`src/rtl/alu_pkg.sv`:
```
// ----------------------------------------------------------------------------
// alu_pkg
//   Shared constants for the execute-stage arithmetic blocks.
//   - Sequential multiplier FSM state encodings
//   - Multiplier iteration count and counter width
// ----------------------------------------------------------------------------
package alu_pkg;

    // Multiplier FSM states, kept as plain 2-bit constants so the encoding
    // stays fixed and easy to match against older netlists.
    localparam logic [1:0] IDLE = 2'd0;
    localparam logic [1:0] RUN  = 2'd1;
    localparam logic [1:0] FIX  = 2'd2;
    localparam logic [1:0] DONE = 2'd3;

    // One shift-add step per multiplier bit.
    localparam int MUL_ITER  = 32;
    localparam int MUL_CNT_W = 6;

endpackage

```
`src/rtl/full_adder_32bit.sv`:
```
// ----------------------------------------------------------------------------
// full_adder_32bit
//   32-bit ripple-carry adder built from a chain of 1-bit full adders.
//   Ports:
//     x, y  in  32  addends
//     cin   in  1   carry in to bit 0
//     z     out 32  sum
//     cout  out 1   carry out of bit 31
//     ovf   out 1   signed (two's complement) overflow
// ----------------------------------------------------------------------------
module full_adder_32bit (
    input  logic [31:0] x,
    input  logic [31:0] y,
    input  logic        cin,
    output logic [31:0] z,
    output logic        cout,
    output logic        ovf
);

    // w_c[i] is the carry into bit i; w_c[32] is the final carry out.
    logic [32:0] w_c;

    assign w_c[0] = cin;

    genvar i;
    generate
        for (i = 0; i < 32; i++) begin : g_bit
            assign z[i]     = x[i] ^ y[i] ^ w_c[i];
            assign w_c[i+1] = (x[i] & y[i]) | (w_c[i] & (x[i] ^ y[i]));
        end
    endgenerate

    assign cout = w_c[32];

    // Signed overflow: carry into the sign bit differs from carry out of it.
    assign ovf  = w_c[32] ^ w_c[31];

endmodule

```
`src/rtl/seq_multiplier_32bit.sv`:
```
// ----------------------------------------------------------------------------
// seq_multiplier_32bit
//   Multi-cycle 32x32 -> 64-bit shift-add multiplier for MIPS MULT/MULTU.
//   Operates on magnitudes and applies the sign in a final fix-up cycle.
//   start at edge E0 -> done high in the cycle after E33.
//   Ports:
//     clk        in  1   rising-edge clock
//     rst        in  1   asynchronous active-high reset
//     start      in  1   request, accepted in IDLE or DONE
//     is_signed  in  1   1 = MULT, 0 = MULTU (sampled with start)
//     a          in  32  multiplicand (sampled with start)
//     b          in  32  multiplier (sampled with start)
//     busy       out 1   high in RUN and FIX
//     done       out 1   one-cycle pulse, hi/lo valid
//     hi         out 32  product[63:32]
//     lo         out 32  product[31:0]
// ----------------------------------------------------------------------------
module seq_multiplier_32bit
    import alu_pkg::*;
#(
    parameter int WIDTH = 32
) (
    input  logic             clk,
    input  logic             rst,
    input  logic             start,
    input  logic             is_signed,
    input  logic [WIDTH-1:0] a,
    input  logic [WIDTH-1:0] b,
    output logic             busy,
    output logic             done,
    output logic [WIDTH-1:0] hi,
    output logic [WIDTH-1:0] lo
);

    logic [1:0]           r_state;
    logic [31:0]          r_mcand;
    logic [64:0]          r_prod;
    logic                 r_neg;
    logic [MUL_CNT_W-1:0] r_count;
    logic [31:0]          r_hi;
    logic [31:0]          r_lo;

    logic [31:0] w_abs_a;
    logic [31:0] w_abs_b;
    logic        w_neg;
    logic [31:0] w_add_y;
    logic [31:0] w_add_z;
    logic        w_add_cout;
    logic        w_add_ovf;
    logic [63:0] w_fix;
    logic        w_accept;
    logic        w_last;

    // Magnitudes of the operands. 0x80000000 negates to itself, which is the
    // correct unsigned magnitude 2^31.
    assign w_abs_a = (is_signed && a[31]) ? (~a + 32'd1) : a;
    assign w_abs_b = (is_signed && b[31]) ? (~b + 32'd1) : b;
    assign w_neg   = is_signed & (a[31] ^ b[31]);

    // A request is only seen when no operation is in flight.
    assign w_accept = start && ((r_state == IDLE) || (r_state == DONE));
    assign w_last   = (r_count == MUL_CNT_W'(MUL_ITER - 1));

    // Add the multiplicand into the upper word when the current multiplier
    // bit (always at prod[0] after the previous shifts) is set.
    assign w_add_y = r_prod[0] ? r_mcand : 32'd0;

    full_adder_32bit u_add (
        .x    (r_prod[63:32]),
        .y    (w_add_y),
        .cin  (1'b0),
        .z    (w_add_z),
        .cout (w_add_cout),
        .ovf  (w_add_ovf)
    );

    // Sign fix-up across the full 64 bits.
    assign w_fix = r_neg ? (~r_prod[63:0] + 64'd1) : r_prod[63:0];

    always_ff @(posedge clk or posedge rst) begin
        if (rst) begin
            r_state <= IDLE;
            r_mcand <= '0;
            r_prod  <= '0;
            r_neg   <= 1'b0;
            r_count <= '0;
            r_hi    <= '0;
            r_lo    <= '0;
        end else begin
            case (r_state)
                IDLE, DONE: begin
                    if (w_accept) begin
                        r_mcand <= w_abs_a;
                        r_prod  <= {33'd0, w_abs_b};
                        r_neg   <= w_neg;
                        r_count <= '0;
                        r_state <= RUN;
                    end else begin
                        r_state <= IDLE;
                    end
                end
                RUN: begin
                    // Right shift of {cout, sum, low word}; bit 64 refills 0.
                    r_prod  <= {1'b0, w_add_cout, w_add_z, r_prod[31:1]};
                    r_count <= r_count + MUL_CNT_W'(1);
                    if (w_last) begin
                        r_state <= FIX;
                    end
                end
                FIX: begin
                    r_hi    <= w_fix[63:32];
                    r_lo    <= w_fix[31:0];
                    r_state <= DONE;
                end
                default: r_state <= IDLE;
            endcase
        end
    end

    assign busy = (r_state == RUN) || (r_state == FIX);
    assign done = (r_state == DONE);
    assign hi   = r_hi;
    assign lo   = r_lo;

    // Adder overflow and the carry slot of prod are not needed downstream.
    logic w_unused;
    assign w_unused = &{1'b0, w_add_ovf, r_prod[64]};

endmodule

```
`config.mk`:
```
export PLATFORM = sky130hd
export DESIGN_NAME = seq_multiplier_32bit
export DESIGN_NICKNAME = d
export VERILOG_FILES = /design/src/rtl/alu_pkg.sv /design/src/rtl/full_adder_32bit.sv /design/src/rtl/seq_multiplier_32bit.sv
export SDC_FILE = /design/constraint.sdc
export NUM_CORES = 1
export LEC_CHECK = 0
export BUFFER_PORTS_ARGS = -buffer_cell sky130_fd_sc_hd__buf_2
export CORE_MARGIN = 2
export CORE_UTILIZATION = 30
export CTS_CLUSTER_SIZE = 12
export DETAILED_ROUTE_END_ITERATION = 8
export MAX_ROUTING_LAYER = met4
export SLEW_MARGIN = 10
export SYNTH_ARGS = -nofsm -noshare
export SYNTH_HDL_FRONTEND = slang
export SYNTH_SLANG_ARGS = --single-unit
```
`constraint.sdc`:
```
create_clock -name clk -period 17.1 [get_ports clk]
set_clock_uncertainty 0.05 [all_clocks]
set_input_delay 0.855 -clock clk [delete_from_list [all_inputs] [get_ports clk]]
set_output_delay 0.855 -clock clk [all_outputs]
set_load 0.01 [all_outputs]
```
**Yosys cells after proc, flatten, opt, wreduce, memory -nomap -nowiden**

Cells that the tools add are included.
W data, S select, Z words.

- Output and inout bits: 66
- Latch bits: 0
- Memory bits (read-only): 0
- Memories: 0
- Input bits: 68
- Memory bits (writable): 0
- Register bits after elaboration: 169
- Word-level logic and storage cells: 200

- Divide/modulo/power cells: 0
- Bitwise logic cells: 162
- Eq/ne operators: 6
- Reductions and logical operators: 10
- Add/sub/neg operators: 4
- Multiply operators: 0
- Shift operators: 0
- Order comparisons: 0
- Muxes and demuxes: 11

Operator list:

| kind | count |
|---|---|
| $mux W64 | 2 |
| $pmux W64 S2 | 1 |
| $mux W32 | 3 |
| $add A32 B1 Y32 const B | 2 |
| $add A64 B1 Y64 const B | 1 |
| $and A1 B1 Y1 | 64 |
| $not A32 Y32 | 2 |
| $not A64 Y64 | 1 |
| $xor A1 B1 Y1 | 64 |
| $or A1 B1 Y1 | 31 |
| $pmux W6 S2 | 1 |
| $add A6 B1 Y6 const B | 1 |
| $eq A6 B5 Y1 const B | 1 |
| $mux W6 | 1 |
| $pmux W2 S3 | 1 |
| $eq A2 B2 Y1 const B | 2 |
| $ne A2 B2 Y1 const B | 2 |
| $reduce_and A2 Y1 | 2 |
| $logic_and A1 B1 Y1 | 3 |
| $eq A2 B1 Y1 const B | 1 |
| $logic_not A2 Y1 | 1 |
| $logic_or A1 B1 Y1 | 2 |
| $mux W2 | 1 |
| $reduce_bool A2 Y1 | 1 |
| other kinds (2) | 2 |

**Depth between registers and ports, before layout**

Gate-level depths: netlist (run 1).

- Depth after elaboration: 65
- Mapped depth: 39
- Gate-level depth less buffers: 38

**Hierarchy**

A second synthesis (run 1) with hierarchy kept.

- Cells, all modules: 1283
- Area total of the unflattened synthesis: 10875.4 µm²

By module, submodules not included:

| module | cells each | seq. area each (µm²) | times used | area each (µm²) |
|---|---|---|---|---|
| seq_multiplier_32bit | 1240 | 4229.1 | 1 | 10188.5 |
| full_adder_32bit | 43 | 0.0 | 1 | 686.9 |

**Least setup slack after synthesis (run 1)**

No wires, ideal clock.

- Path type: reg2reg
- Start point: register r_prod[0]
- End point: register r_prod[62]
- Stages on the path, launching flop included: 39
- Data required time: 16.933 ns
- Arrival time: 12.727 ns
- Setup time: 0.117 ns
- Path slack: 4.206 ns
- Clock period less this slack: 12.894 ns
- Buffers on the path: 2
- Cells stage by stage: dfrtp_1 > buf_2 > clkbuf_1 > nand2_1 > fa_1 > fa_1 > fa_1 > fa_1 > fa_1 > fa_1 > fa_1 > fa_1 > fa_1 > fa_1 > fa_1 > fa_1 > fa_1 > fa_1 > [... 3 more ...] > fa_1 > fa_1 > fa_1 > fa_1 > fa_1 > fa_1 > fa_1 > fa_1 > fa_1 > fa_1 > fa_1 > fa_1 > inv_1 > fa_1 > inv_1 > fa_1 > nand3b_1 > nand2_1

- Word-level cells in the longest chain between the ends: 64
- Elaborated cells between the ends (all ways): 125
- Classes of those cells: mux (2); bitwise (123)

RTL lines:

| item | RTL line | RTL |
|---|---|---|
| from (decl) | seq_multiplier_32bit.sv:37 | `logic [64:0] r_prod;` |
| from (signal assigned) | seq_multiplier_32bit.sv:94 | `r_prod <= {33'd0, w_abs_b};` |
| from (signal assigned) | seq_multiplier_32bit.sv:104 | `r_prod <= {1'b0, w_add_cout, w_add_z, r_prod[31:1]};` |
| $mux W32 (*) | seq_multiplier_32bit.sv:66 | `assign w_add_y = r_prod[0] ? r_mcand : 32'd0;` |
| $and A1 B1 Y1 / $xor A1 B1 Y1 (equally long branches) | full_adder_32bit.sv:29 | `assign w_c[i+1] = (x[i] & y[i]) \| (w_c[i] & (x[i] ^ y[i]));` |
| $and A1 B1 Y1 | full_adder_32bit.sv:29 |  |
| $or A1 B1 Y1 | full_adder_32bit.sv:29 |  |
| $and A1 B1 Y1 | full_adder_32bit.sv:29 |  |
| $or A1 B1 Y1 | full_adder_32bit.sv:29 |  |
| $and A1 B1 Y1 | full_adder_32bit.sv:29 |  |
| $or A1 B1 Y1 | full_adder_32bit.sv:29 |  |
| [... 48 more ...] | n/a |  |
| $and A1 B1 Y1 | full_adder_32bit.sv:29 |  |
| $or A1 B1 Y1 | full_adder_32bit.sv:29 |  |
| $and A1 B1 Y1 | full_adder_32bit.sv:29 |  |
| $or A1 B1 Y1 | full_adder_32bit.sv:29 |  |
| $and A1 B1 Y1 | full_adder_32bit.sv:29 |  |
| $or A1 B1 Y1 | full_adder_32bit.sv:29 |  |
| $xor A1 B1 Y1 (*) | full_adder_32bit.sv:28 | `assign z[i] = x[i] ^ y[i] ^ w_c[i];` |
| $pmux W64 S2 (*) | seq_multiplier_32bit.sv:90 | `case (r_state)` |

Every way passes the cells marked *; elsewhere a longest branch is shown, timed or not.
A chain may end at the register's enable or synchronous reset.

**Worst setup path in the final report (run 1)**

Same ends and word-level chain as after synthesis.

==> results of run 1 <==
-- critical path: cells and delay by family (launching register included) --
kind | cells | cell delay (ns)
flops | 1 | 0.33
buf+inv | 3 | 0.47
simple gates | 3 | 0.41
fa+ha+maj | 31 | 11.92
-- how the worst min path moves through the flow --
stage / from / endpoint / slack, ns / depth (start not counted)
after global placement: r_mcand[8] / r_mcand[8] / 0.41 / 2
final: r_mcand[24] / r_mcand[24] / 0.43 / 2
after floorplan: r_mcand[30] / r_mcand[30] / 0.39 / 2
after global routing: r_mcand[30] / r_mcand[30] / 0.46 / 2
after CTS: r_mcand[30] / r_mcand[30] / 0.43 / 2
after detailed placement: r_mcand[30] / r_mcand[30] / 0.42 / 2
-- routing by layer --
layer,track usage (%),vias to the layer above,wire length [um]
met5,-,-,0
met4,4.962,0,531
met3,3.419,35,1932
met2,24.22,239,13230
met1,23.25,4407,14210
li1,-,4425,-
-- metrics by stage --
| step | setup slack [ns] | utilization [%] | std cells | total power (uW) |
|---|---|---|---|---|
| 4_1_cts | 3.829 | 34.68 | 1747 | 2326 |
| 2_1_floorplan | 4.206 | - | 1198 | 1571 |
| 5_1_grt | 3.268 | 34.73 | 1754 | 2511 |
| 3_5_place_dp | 3.838 | 33.08 | 1715 | 1947 |
| 6_report | 3.868 | 34.73 | 1754 | 2312 |
| 3_3_place_gp | 3.923 | 33.08 | 1715 | 1915 |
-- power groups by stage --
| stage | clock [uW] | combinational [uW] | sequential (uW) |
|---|---|---|---|
| floorplan | 0 | 828 | 742 |
| global placement | 0 | 1150 | 761 |
| detailed placement | 0 | 1180 | 770 |
| CTS | 379 | 1180 | 763 |
| global route | 395 | 1330 | 790 |
| finish | 371 | 1180 | 766 |
-- registers in the layout, indices dropped and copies added (netlist names) --
signal   flops
hi          32
lo          32
r_prod      64
r_mcand     32
r_neg        1
r_state      2
r_count      6
-- Yosys cell counts, types with 5 or more instances --
master / count / area [um2]
nor4_2: 5 / 62.56
or2_2: 8 / 50.05
mux2i_1: 9 / 90.09
nor4_1: 12 / 75.07
o41ai_1: 26 / 227.7
buf_1: 8 / 30.03
xor2_1: 57 / 499.2
fa_1: 31 / 620.6
nand3b_1: 40 / 300.3
a21oi_1: 88 / 440.4
a221oi_1: 6 / 52.55
nor3_1: 33 / 165.2
or3_1: 23 / 143.9
a41oi_1: 6 / 52.55
o31ai_1: 24 / 180.2
ha_1: 8 / 100.1
a31oi_1: 18 / 112.6
or4_1: 14 / 105.1
inv_1: 54 / 202.7
xnor2_1: 47 / 411.6
nor2_1: 110 / 412.9
and2_1: 6 / 37.54
dfrtp_1: 169 / 4229
o21ai_0: 94 / 470.5
nand4_1: 17 / 106.4
nand2_1: 109 / 409.1
o22ai_1: 12 / 75.07
clkbuf_1: 72 / 270.3
nand3_1: 33 / 165.2
-- cell usage in the layout, fill, tap and decap left out, drive strengths merged, types with 33 or more instances in the layout --
cell    count
dfrtp     169
buf       143
nor2      110
nand2     109
o21ai      95
a21oi      88
xor2       57
inv        55
xnor2      47
nand3b     40
nor3       35
nand3      33
-- kinds of logic (layout without fill, tap and decap cells) --
| family | count (synthesis) | in the layout | synth area share, % |
|---|---|---|---|
| muxes | 12 | 12 | 1.159 |
| adders and majority gates | 39 | 39 | 6.745 |
| other | 0 | 7 | 0 |
| xor gates and xnor gates | 104 | 104 | 8.525 |
| and+or+nand+nor | 432 | 432 | 21.14 |
| buffers and inverters | 142 | 230 | 5.246 |
| AOI/OAI and AO/OA | 300 | 300 | 17.61 |
| DFF | 169 | 169 | 39.58 |
-- layout make-up --
class | count | area, um2 | share of cell area [%]
multi-input combinational | 887 | 5921 | 48.28
sequential | 169 | 4230 | 34.50
timing repair buffer | 143 | 740.7 | 6.040
tap | 461 | 576.8 | 4.704
clock buffer | 18 | 439.2 | 3.581
inverter | 55 | 211.5 | 1.724
clock inverter | 14 | 126.4 | 1.031
antenna | 7 | 17.52 | 0.1428
==> metrics.md, run 1 <==
| Metric | Value |
|---|---|
| RR Endpoint | r_prod[62] |
| Pwr Density | 188.6 nW/um2 |
| Post-route cell area | 12260 um2 |
| CP Capture Type | flop |
| Remaining DRCs | 0 |
| Antenna violations before repair | 7 |
| Flop2flop setup slack | 3.87 ns |
| Setup repair bufs after CTS | 0 |
| Post-synthesis sequential area ratio | 39.58% |
| Max incr delay on CP | 0.43 ns |
| Layout fillers | 3631 |
| Final hold vios | 0 |
| Setup-failing EPs final | 0 |
| Grt total ovfl | 0 |
| PortBufs | 133 |
| Slowest stage cell, crit path | fa_1 |
| Distinct cells, synth | 58 |
| Final min period | 13.23 ns |
| IO Count | 134 |
| # clock sinks | 169 |
| Synth Register Bits | 169 |
| First-pass GRT wire length | 47070 um |
| Clock buffer count from CTS | 17 |
| Core box area | 35310 um2 |
| RD Place Congestion | 0.8838 |
| Synth Instances | 1198 |
| Worst Setup SP | r_prod[0] |
| Largest net degree at the start of global routing | 110 |
| Post-placement cell area | 11680 um2 |
| Critical path data required time | 17.43 ns |
| Synthesis warning total | 0 |
| Critical path class | reg2reg |
| Starting Density | 30.26% |
| Vias in the first global route | 8603 |
| Avg Inst Size Synth | 8.919 um2 |
| CTS root buf | clkbuf_16 |
| Die Wd | 192.7 um |
| Total Wirelength | 29910 um |
| Clock Latency Late Sink | 0.44 ns |
| Switching share of power | 47.51% |
| R2r worst-path depth | 37 |
| Async set-reset flop share out of synthesis | 100.0% |
| Hold_buf cts | 0 |
| Crit path DAT | 13.56 ns |
| Worst slew pin tran | 1.189 ns |
| Critical Path End | r_prod[62] |
| RSZ-0062 raised after global routing | no |
| DR pass1 iterations | 5 |
| Vias per inst | 5.192 |
| Maximum vdd drop | 0.09469 mV |
| CP dominant cell by count | fa_1 |
| Die area | 37140 um2 |
| Number of synthesized flops with an enable pin | 0 |
| Worst hold slack | 0.4298 ns |
| Psw | 1099 uW |
| Worst-path maximum fanout | 36 |
| Clock tree buffer depth | 2 |
| Post-Synthesis Net Count | 1305 |
| CTS tree | yes |
| Max_cap viols | 0 |
| Power share of the combinational group | 50.8% |
| Remaining antenna violation count after routing | 0 |
| Detailed placement HPWL | 22010 um |
| Sequential power share | 33.1% |
| Fraction of layout instances using a drive strength above 1 | 16.41% |
| Post-route setup TNS | 0 ns |
| Global Route Usage Sum | 16.65% |
| Tcrit/Tclk final | 77.38% |
| Slew HR | 20.41% |
| Peak Freq | 0.07557 GHz |
| Clock share of power | 16.1% |
| Number of nets in the layout | 1380 |
| Post-Syn Area | 10690 um2 |
| Ys flop type | dfrtp_1 |
| Synth-to-layout area growth | 14.77% |
| Std cell rows | 69 |
| HP Class | reg2reg |
| Clock transition at path regs | 0.07 ns |
| RR Startpoint | r_prod[0] |
| Vias post-DR | 9106 |
| Critical Path Source Type | flop |
| Outcome | complete, no violations |
| Cell-internal power | 1214 uW |
| CTS resizes | 0 |
| Die Span Y | 192.7 um |
| WL per Instance | 17.05 um |
| Leak | 0.004782 uW |
| H-Tree Depth | 4 |
| Drt initial violations | 731 |
| Slew Viols, Final | 0 |
Note: power is estimated with default switching activity, not from simulation.
==> run 2: changes to the inputs <==
--- a/config.mk
+++ b/config.mk
@@ -5,6 +5,7 @@
 export SDC_FILE = /design/constraint.sdc
 export NUM_CORES = 1
 export LEC_CHECK = 0
+export ABC_AREA = 1
 export BUFFER_PORTS_ARGS = -buffer_cell sky130_fd_sc_hd__buf_2
 export CORE_MARGIN = 2
 export CORE_UTILIZATION = 30
==> constraint.sdc (replaced) <==
create_clock -name clk -period 12 [get_ports clk]
set_clock_uncertainty 0.05 [all_clocks]
set_input_delay 0.6 -clock clk [delete_from_list [all_inputs] [get_ports clk]]
set_output_delay 0.6 -clock clk [all_outputs]
set_load 0.01 [all_outputs]
==> run 2 against run 1 <==
Register-to-register slack worse by 3.7 ns. Sequential power up 42%. First-iteration DRC count up 34%. Worst hold slack worse by 0.13 ns. Clock power up 43%. Synthesized cell count up 33%. Final area up 5.9%. Via count up 21%. Core utilization up 0.093 points. Critical path type unchanged. Fmax up 12%. Critical endpoint unchanged. Largest power group unchanged. Global-route usage up 3.8 points.
==> metrics.md, run 2 <==
| Metric | Value |
|---|---|
| CTS tree | yes |
| Fraction of layout instances using a drive strength above 1 | 15.18% |
| Detailed placement HPWL | 29390 um |
| RD Place Congestion | 0.9000 |
| Global Route Usage Sum | 20.48% |
| Critical Path Source Type | flop |
| Tcrit/Tclk final | 98.42% |
| Synthesis warning total | 0 |
| Async set-reset flop share out of synthesis | 100.0% |
| Die area | 39160 um2 |
| H-Tree Depth | 4 |
| Most frequent cells in the layout | nand2_1 (484), nor2_1 (202), dfrtp_1 (168) |
| Top-count cell post-synth | nand2_1 |
| Std cell rows | 71 |
| Maximum vdd drop | 0.1456 mV |
| Placed Instances | 2155 |
| Synth top area cells | dfrtp_1 (38%), nand2_1 (16%), nor2_1 (6.7%), nand3_1 (6.6%), fa_1 (5.5%) |
| Layout fillers | 4054 |
| Antenna violations before repair | 0 |
| Max reg flops | 64 |
| First-pass GRT wire length | 60400 um |
| Drt initial violations | 979 |
| Clock transition at path regs | 0.07 ns |
| Post-synth top cells | nand2_1 (484), nor2_1 (202), dfrtp_1 (169) |
| Core box area | 37310 um2 |
| Critical path class | reg2reg |
| Pwr Density | 299.9 nW/um2 |
| Grt total ovfl | 0 |
| Post-Syn Area | 11280 um2 |
| Starting Density | 30.22% |
| Post-synth top area cell | dfrtp_1 |
| Register area | 4230 um2 |
| Hold_buf cts | 0 |
| Antenna cells | 0 |
| Worst hold slack | 0.3035 ns |
| Max_cap viols | 0 |
| CP dominant cell by count | fa_2 |
| RSZ-0062 raised after global routing | yes |
| # clock sinks | 169 |
| Outcome | complete, no violations |
| IO Count | 134 |
| Slew HR | 37.82% |
| Remaining DRCs | 0 |
| Slew Viols, Final | 0 |
| Ys flop type | dfrtp_1 |
| WL per Instance | 17.45 um |
| Vias per inst | 5.053 |
| Remaining antenna violation count after routing | 0 |
| Setup-failing EPs final | 0 |
| Commonest non-fill, non-tap cell in the layout | nand2_1 |
| Peak Freq | 0.08467 GHz |
| Post-synthesis sequential area ratio | 37.50% |
| Multi-input logic area | 6311 um2 |
| Number of synthesized flops with an enable pin | 0 |
| Number of nets in the layout | 1807 |
| Crit path DAT | 12.06 ns |
| HP Class | in2async |
| PortBufs | 133 |
| Vias in the first global route | 10680 |
| CP Capture Type | flop |
| Synth Instances | 1595 |
| Final min period | 11.81 ns |
| DR pass1 iterations | 5 |
| Final critical-path setup slack | 0.1896 ns |
| Critical path data required time | 12.25 ns |
| Slowest stage cell, crit path | fa_1 |
| Clock Latency Late Sink | 0.44 ns |
| Max incr delay on CP | 0.47 ns |
| Leak | 0.006170 uW |
| Worst-path maximum fanout | 2 |
| Synth Register Bits | 169 |
| R2r worst-path depth | 38 |
| Worst slew pin tran | 0.9327 ns |
| Synth-to-layout area growth | 15.21% |
| Share of the synthesized area in the top cell type | 37.50% |
| Final hold vios | 0 |
| Distinct cells, synth | 43 |
| Avg Inst Size Synth | 7.070 um2 |
| Post-Synthesis Net Count | 1702 |
| Register with the most flip-flops | r_prod |
| Vias post-DR | 11050 |
| Total Wirelength | 38150 um |
| Die Span Y | 197.9 um |
| CTS root buf | clkbuf_16 |
| Pre-CTS setup slack | -0.2976 ns |
| Non-Filler Instances | 2187 |
| Clock tree buffer depth | 2 |
| Clock buffer count from CTS | 17 |
| Largest net degree at the start of global routing | 104 |
| Die Wd | 197.9 um |
==> run 2: stage by stage <==
stage | util [%] | setup TNS [ns] | area [um2] | power [uW]
4_1_cts | 34.80 | 0 | 12980 | 3893
6_report | 34.82 | 0 | 12990 | 3896
3_5_place_dp | 33.23 | -0.5422 | 12400 | 3352
5_1_grt | 34.82 | -0.05758 | 12990 | 4260
3_3_place_gp | 33.23 | -0.4535 | 12400 | 3334
2_1_floorplan | - | 0 | 11320 | 2601
==> run 2: power by group <==
part,internal [uW],switching [uW]
registers,851,242
clock network,284,248
logic,713,1560
total,1850,2050
==> run 2: cell type report <==
| cell class | count | area share, % |
|---|---|---|
| flip-flops and latches | 169 | 32.56 |
| clock buffers | 21 | 3.621 |
| repair buffers | 147 | 5.932 |
| inverters | 139 | 4.054 |
| well taps | 474 | 4.565 |
| clock inverters | 11 | 0.6934 |
| multi-input cells | 1226 | 48.57 |
==> run 2: logic make-up (layout without fill, tap and decap cells) <==
| group | after synthesis | after routing | synth area share, % |
|---|---|---|---|
| simple gates | 917 | 917 | 34.42 |
| xor+xnor | 36 | 36 | 2.796 |
| fa+ha+maj | 39 | 39 | 6.391 |
| compound gates | 234 | 234 | 11.63 |
| flops | 169 | 169 | 37.50 |
| buf+inv | 200 | 318 | 7.267 |
==> run 2: routing by layer <==
metal / vias to the layer above / wire length [um] / share of wire [%] / track usage, %
li1: 5406 / - / - / -
met1: 5243 / 18300 / 48 / 28.84
met2: 364 / 16800 / 44 / 30.43
met3: 37 / 2402 / 6.3 / 3.458
met4: 0 / 656 / 1.7 / 5.375
met5: - / 0 / 0 / -
==> run 2: path summary, 6_finish.rpt <==
check	start	to	slack (ns)
max	r_prod[0]	r_prod[62]	0.19
min	rst	hi[12]	0.30
max reg2reg	r_prod[0]	r_prod[62]	0.19
min reg2reg	hi[1]	hi[1]	0.42
max in group asynchronous	rst	r_prod[40]	10.10
min in group clk	a[28]	r_mcand[28]	0.41
==> run 2: worst max-delay path: cells and delay by family (launching register included) <==
family | cells | cell delay [ns]
adders and majority gates | 32 | 10.93
and+or+nand+nor | 1 | 0.06
DFF | 1 | 0.35
AOI/OAI and AO/OA | 1 | 0.07
buffers and inverters | 4 | 0.23
==> run 2: repair_timing <==
action,4_1_cts,5_1_grt
setup endpoints to repair,3,3
resized for setup,9,4
buffers inserted,0,0
pin swaps,1,1
